File: src/rtl/fetch_dual.sv
// Dual-issue instruction fetch front end: PC owner, dual-port imem
// address driver, circular instruction buffer and in-order two-wide
// presentation to decode with flush-on-redirect.
module fetch_dual #(
    parameter logic [31:0]  RESET_PC = 32'h0000_0000,
    parameter int unsigned  DEPTH    = 8
) (
    input  logic                       clk,
    input  logic                       rst_n,
    output logic [31:0]                imem_a1,
    output logic [31:0]                imem_a2,
    input  logic [31:0]                imem_rd1,
    input  logic [31:0]                imem_rd2,
    input  logic                       redirect_valid,
    input  logic [31:0]                redirect_pc,
    input  logic [1:0]                 dec_ready,
    output logic                       out_valid0,
    output logic [31:0]                out_instr0,
    output logic [31:0]                out_pc0,
    output logic                       out_valid1,
    output logic [31:0]                out_instr1,
    output logic [31:0]                out_pc1,
    output logic [$clog2(DEPTH):0]     buf_count
);

    localparam int unsigned PTR_W = $clog2(DEPTH);
    localparam int unsigned CNT_W = PTR_W + 1;

    logic [31:0]      pc_q, pc_d;
    logic [PTR_W-1:0] rd_ptr_q, rd_ptr_d;
    logic [PTR_W-1:0] wr_ptr_q, wr_ptr_d;
    logic [CNT_W-1:0] count_q, count_d;

    logic [31:0]      instr_mem [DEPTH];
    logic [31:0]      pc_mem    [DEPTH];

    logic [CNT_W-1:0] free_c;
    logic             fetch_c;
    logic [1:0]       dr_sat_c;
    logic [CNT_W-1:0] pop_n_c;
    logic [PTR_W-1:0] rd_ptr1_c;

    // Fetch/pop decision; free space uses only the registered count
    always_comb begin
        free_c   = CNT_W'(DEPTH) - count_q;
        fetch_c  = !redirect_valid && (free_c >= CNT_W'(2));
        dr_sat_c = (dec_ready == 2'd3) ? 2'd2 : dec_ready;
        pop_n_c  = (CNT_W'(dr_sat_c) > count_q) ? count_q : CNT_W'(dr_sat_c);
    end

    // Next-state for PC, pointers and occupancy; redirect flushes everything
    always_comb begin
        pc_d     = pc_q;
        rd_ptr_d = rd_ptr_q;
        wr_ptr_d = wr_ptr_q;
        count_d  = count_q;
        if (redirect_valid) begin
            pc_d     = {redirect_pc[31:2], 2'b00};
            rd_ptr_d = '0;
            wr_ptr_d = '0;
            count_d  = '0;
        end else begin
            rd_ptr_d = rd_ptr_q + PTR_W'(pop_n_c);
            count_d  = count_q - pop_n_c;
            if (fetch_c) begin
                pc_d     = pc_q + 32'd8;
                wr_ptr_d = wr_ptr_q + PTR_W'(2);
                count_d  = count_q - pop_n_c + CNT_W'(2);
            end
        end
    end

    // Control state registers
    always_ff @(posedge clk or negedge rst_n) begin
        if (!rst_n) begin
            pc_q     <= {RESET_PC[31:2], 2'b00};
            rd_ptr_q <= '0;
            wr_ptr_q <= '0;
            count_q  <= '0;
        end else begin
            pc_q     <= pc_d;
            rd_ptr_q <= rd_ptr_d;
            wr_ptr_q <= wr_ptr_d;
            count_q  <= count_d;
        end
    end

    // Buffer storage; contents are never observed while their slot is empty
    always_ff @(posedge clk) begin
        if (fetch_c) begin
            instr_mem[wr_ptr_q]             <= imem_rd1;
            pc_mem[wr_ptr_q]                <= pc_q;
            instr_mem[wr_ptr_q + PTR_W'(1)] <= imem_rd2;
            pc_mem[wr_ptr_q + PTR_W'(1)]    <= pc_q + 32'd4;
        end
    end

    // Head presentation to decode and imem addressing
    always_comb begin
        rd_ptr1_c  = rd_ptr_q + PTR_W'(1);
        imem_a1    = pc_q;
        imem_a2    = pc_q + 32'd4;
        buf_count  = count_q;
        out_valid0 = (count_q >= CNT_W'(1)) && !redirect_valid;
        out_valid1 = (count_q >= CNT_W'(2)) && !redirect_valid;
        out_instr0 = out_valid0 ? instr_mem[rd_ptr_q]  : 32'd0;
        out_pc0    = out_valid0 ? pc_mem[rd_ptr_q]     : 32'd0;
        out_instr1 = out_valid1 ? instr_mem[rd_ptr1_c] : 32'd0;
        out_pc1    = out_valid1 ? pc_mem[rd_ptr1_c]    : 32'd0;
    end

endmodule

File: config.mk
export PLATFORM = sky130hd
export DESIGN_NAME = fetch_dual
export DESIGN_NICKNAME = d
export VERILOG_FILES = /design/src/rtl/fetch_dual.sv
export SDC_FILE = /design/constraint.sdc
export NUM_CORES = 1
export LEC_CHECK = 0
export ABC_AREA = 1
export BUFFER_PORTS_ARGS = -buffer_cell sky130_fd_sc_hd__buf_2
export CAP_MARGIN = 20
export CORE_ASPECT_RATIO = 1.4
export CORE_UTILIZATION = 40
export CTS_CLUSTER_SIZE = 8
export DETAILED_ROUTE_END_ITERATION = 16
export PLACE_DENSITY_LB_ADDON = 0.2
export SETUP_SLACK_MARGIN = 0.1
export SLEW_MARGIN = 20
export SYNTH_ARGS = -nofsm -noshare
export SYNTH_HDL_FRONTEND = slang
export SYNTH_SLANG_ARGS = --single-unit
File: constraint.sdc
create_clock -name clk -period 5 [get_ports clk]
set_input_delay 1 -clock clk [delete_from_list [all_inputs] [get_ports clk]]
set_output_delay 1 -clock clk [all_outputs]
set_load 0.03 [all_outputs]
==> run_results.csv <==
group,metric,value,unit
setup_path,criticalPathCategory,"flop to output port",
pwr,comb_power_share,53.2,%
sta,setup_violations,0,
placed_design,gp_congestion,0.928,
sta,min_period_over_period,88.5,%
yosys,syn_avg_cell_area,7.89,sq um
clock_network,clk_pin_slew,0.05,ns
drt,detail-route-antenna-nets,0,
sta,slew-limit-headroom,35.9,%
die,die-height,332,um
drt,routed_wl,104000,um
die,initial_core_util,40.6,%
setup_path,path_cells,"ha_1, nand3_1, nor2_1, nand2_1, xor2_1, inv_1, buf_2",
sta,fmax,226,MHz
die,core-area,0.0769,sq mm
placed_design,dp_cells,4989,
clock_network,postCtsSetupBuffers,0,
placed_design,numPortBuffers,288,
sta,clock_skew,0.0130,ns
placed_design,pre_cts_slack,1.20,ns
global_route,grt_pass1_vias,25500,
finish,final_cell_mix,"1055 x nand2_1, 496 x o21ai_0, 496 x edfxtp_1",
die,dieWidth,238,um
clock_network,post_cts_resized,0,
sta,hold_violations,0,
yosys,synth_seq_cells,535,
job,cap_violations,0,
yosys,syn_area,0.0312,sq mm
finish,area_delta_synth_final,13.5,%
pwr,p_sw_share,48.9,%
setup_path,cp-end-kind,"output port",
clock_network,htreeDepth,3,
drt,drt-initial-drc-count,1916,
sta,tightestPinTransition,0.961,ns
setup_path,path_max_fanout,14,
sta,setup_ws,0.574,ns
finish,fill_cells,7549,
finish,multi_input_area,0.0127,sq mm
sta,timing.setup.tns,0,ns
finish,final_common_cell,"nand2_1",
sta,period_minus_slack,4.43,ns
finish,fin_nets,4150,
pwr,p_leak,14.9,nW
run_status,status,"finished, final reports clean",
finish,drive_above_1_share,13.0,%
drt,dr.pass1.iters,9,
clock_network,cts-root-buf,"clkbuf_16",
die,ios,299,
clock_network,ctsHoldBuffers,0,
yosys,yosys_warnings,0,
die,rows,120,
clock_network,cts_buffers,76,
setup_path,crit_arrival,3.43,ns
pwr,pwr-share-seq,28.1,%
finish,regArea,0.0159,sq mm
pwr,clockPowerShare,18.6,%
yosys,yosysUniqueCellTypes,31,
setup_path,slowest_stage,"dfrtp_1",
global_route,overflow,0,
die,dieArea,0.0791,sq mm
global_route,antenna_found_initial,5,
yosys,syn_inst,3955,
pwr,power.density,719,mW/mm^2
setup_path,required,4.00,ns
clock_network,clock_latency,0.63,ns
setup_path,critPathMaxStageDelay,0.68,ns
placed_design,hpwl,60700,um
drt,wl_per_cell,20.4,um
sta,grt_setup_unrepaired,"false",
pwr,power_switching,0.0125,W
clock_network,clkSinkCount,535,
clock_network,clock_path_buffers,3,
finish,final_cells,5095,
global_route,grt_max_degree,220,
global_route,grt.total_usage,26.2,%
global_route,grt_pass1_wl,155000,um
setup_path,cp-start-kind,"flop",
sta,slew_viol_final,0,
worst_hold_path,hp-class,"input port to asynchronous set/reset pin",
pwr,ir_drop,0.435,mV
pwr,p_int,0.0130,W
drt,vias,27100,
drt,vias_per_cell,5.31,
clock_network,cts_tree,"built",
drt,drc,0,
yosys,ys_seq_area_share,50.9,%
## cells in the mapped netlist
cell type,number,area share [%]
xor2_2,1,0.052
xnor2_1,4,0.11
clkinv_1,1,0.012
nor2_1,312,3.8
o21ai_1,5,0.080
nand3_2,5,0.16
or2_2,64,1.3
buf_1,16,0.19
xor2_1,19,0.53
inv_2,8,0.096
nand3b_1,1,0.024
a21oi_1,451,7.2
inv_1,301,3.6
buf_2,118,1.9
o211ai_1,2,0.048
edfxtp_1,496,48
nand3_1,119,1.9
buf_4,21,0.51
fa_1,2,0.13
o21ai_0,496,8.0
ha_1,17,0.68
nand2_1,1056,13
and2_1,1,0.020
a21boi_0,60,1.4
o31ai_2,1,0.040
nor2_2,5,0.10
clkbuf_1,204,2.5
conb_1,1,0.012
dfrtp_1,39,3.1
nor3_1,124,2.0
nand4_1,5,0.10
## metrics by stage
step                      utilization, %  hold WS, ns  total power [W]  area [sq um]
after global placement              43.3        0.578           0.0206         33300
after detailed placement            43.3        0.591           0.0208         33300
after global routing                46.1        0.479           0.0271         35400
after floorplan                        -        0.521           0.0163         31200
after CTS                           46.1        0.430           0.0256         35400
final                               46.1        0.437           0.0255         35400
## area by class of cell
class	count	area share (%)
clock buffer	104	5.97
tap	1037	3.66
timing repair buffer	349	6.28
sequential	535	44.8
inverter	310	3.39
antenna	2	0.0141
multi-input combinational	2758	35.9
## path summary, 6_finish.rpt
kind,start,depth (start not counted),endpoint,slack [ns]
min in group clk,redirect_pc[17],3,imem_a1[17]$_DFFE_PN0N_,0.58
max in group asynchronous,rst_n,2,rd_ptr_q[0]$_DFF_PN0_,4.10
max reg2reg,buf_count[1]$_DFF_PN0_,9,instr_mem[2][3]$_DFFE_PP_,1.82
min,rst_n,2,imem_a1[25]$_DFFE_PN0N_,0.44
max,imem_a1[3]$_DFFE_PN0N_,7,imem_a2[12],0.57
min reg2reg,wr_ptr_q[1]$_DFFE_PN0N_,1,wr_ptr_q[1]$_DFFE_PN0N_,0.61
## worst max-delay path: cells and delay by family, from the launching register on
family / cells / cell delay, ns
AND/OR/NAND/NOR: 3 / 1.05
flip-flops: 1 / 0.68
XOR/XNOR: 1 / 0.38
buffers and inverters: 2 / 0.37
adder cells (fa/ha/maj): 1 / 0.31
## routing by layer
| layer | vias up | routed length [um] | GRT usage, % |
|---|---|---|---|
| met3 | 222 | 6900 | 3.15 |
| met2 | 1069 | 50400 | 44.7 |
| met1 | 12500 | 42600 | 33.1 |
| met5 | - | 13 | 0 |
| li1 | 13200 | - | - |
| met4 | 2 | 4070 | 11.8 |
## flip-flops by register name, summed over array words and instances, names as in the netlist
signal,flops
pc_mem,240
instr_mem,256
imem_a1,30
rd_ptr_q,3
wr_ptr_q,2
buf_count,4
## power groups by stage
stage | logic, W | registers (W) | clock network [W]
after floorplan | 0.00932 | 0.00698 | 0
after global routing | 0.0148 | 0.00730 | 0.00498
after CTS | 0.0136 | 0.00717 | 0.00482
final | 0.0136 | 0.00717 | 0.00475
after global placement | 0.0134 | 0.00722 | 0
after detailed placement | 0.0135 | 0.00725 | 0
## cell families after synthesis
kind of cell / synth area share [%]
XOR/XNOR: 0.698
AO/OA/AOI/OAI: 16.8
adder cells (fa/ha/maj): 0.810
flip-flops: 50.9
other: 0.0120
buffers and inverters: 8.77
AND/OR/NAND/NOR: 22.0
No activity file was read; power rests on OpenSTA's default activity.
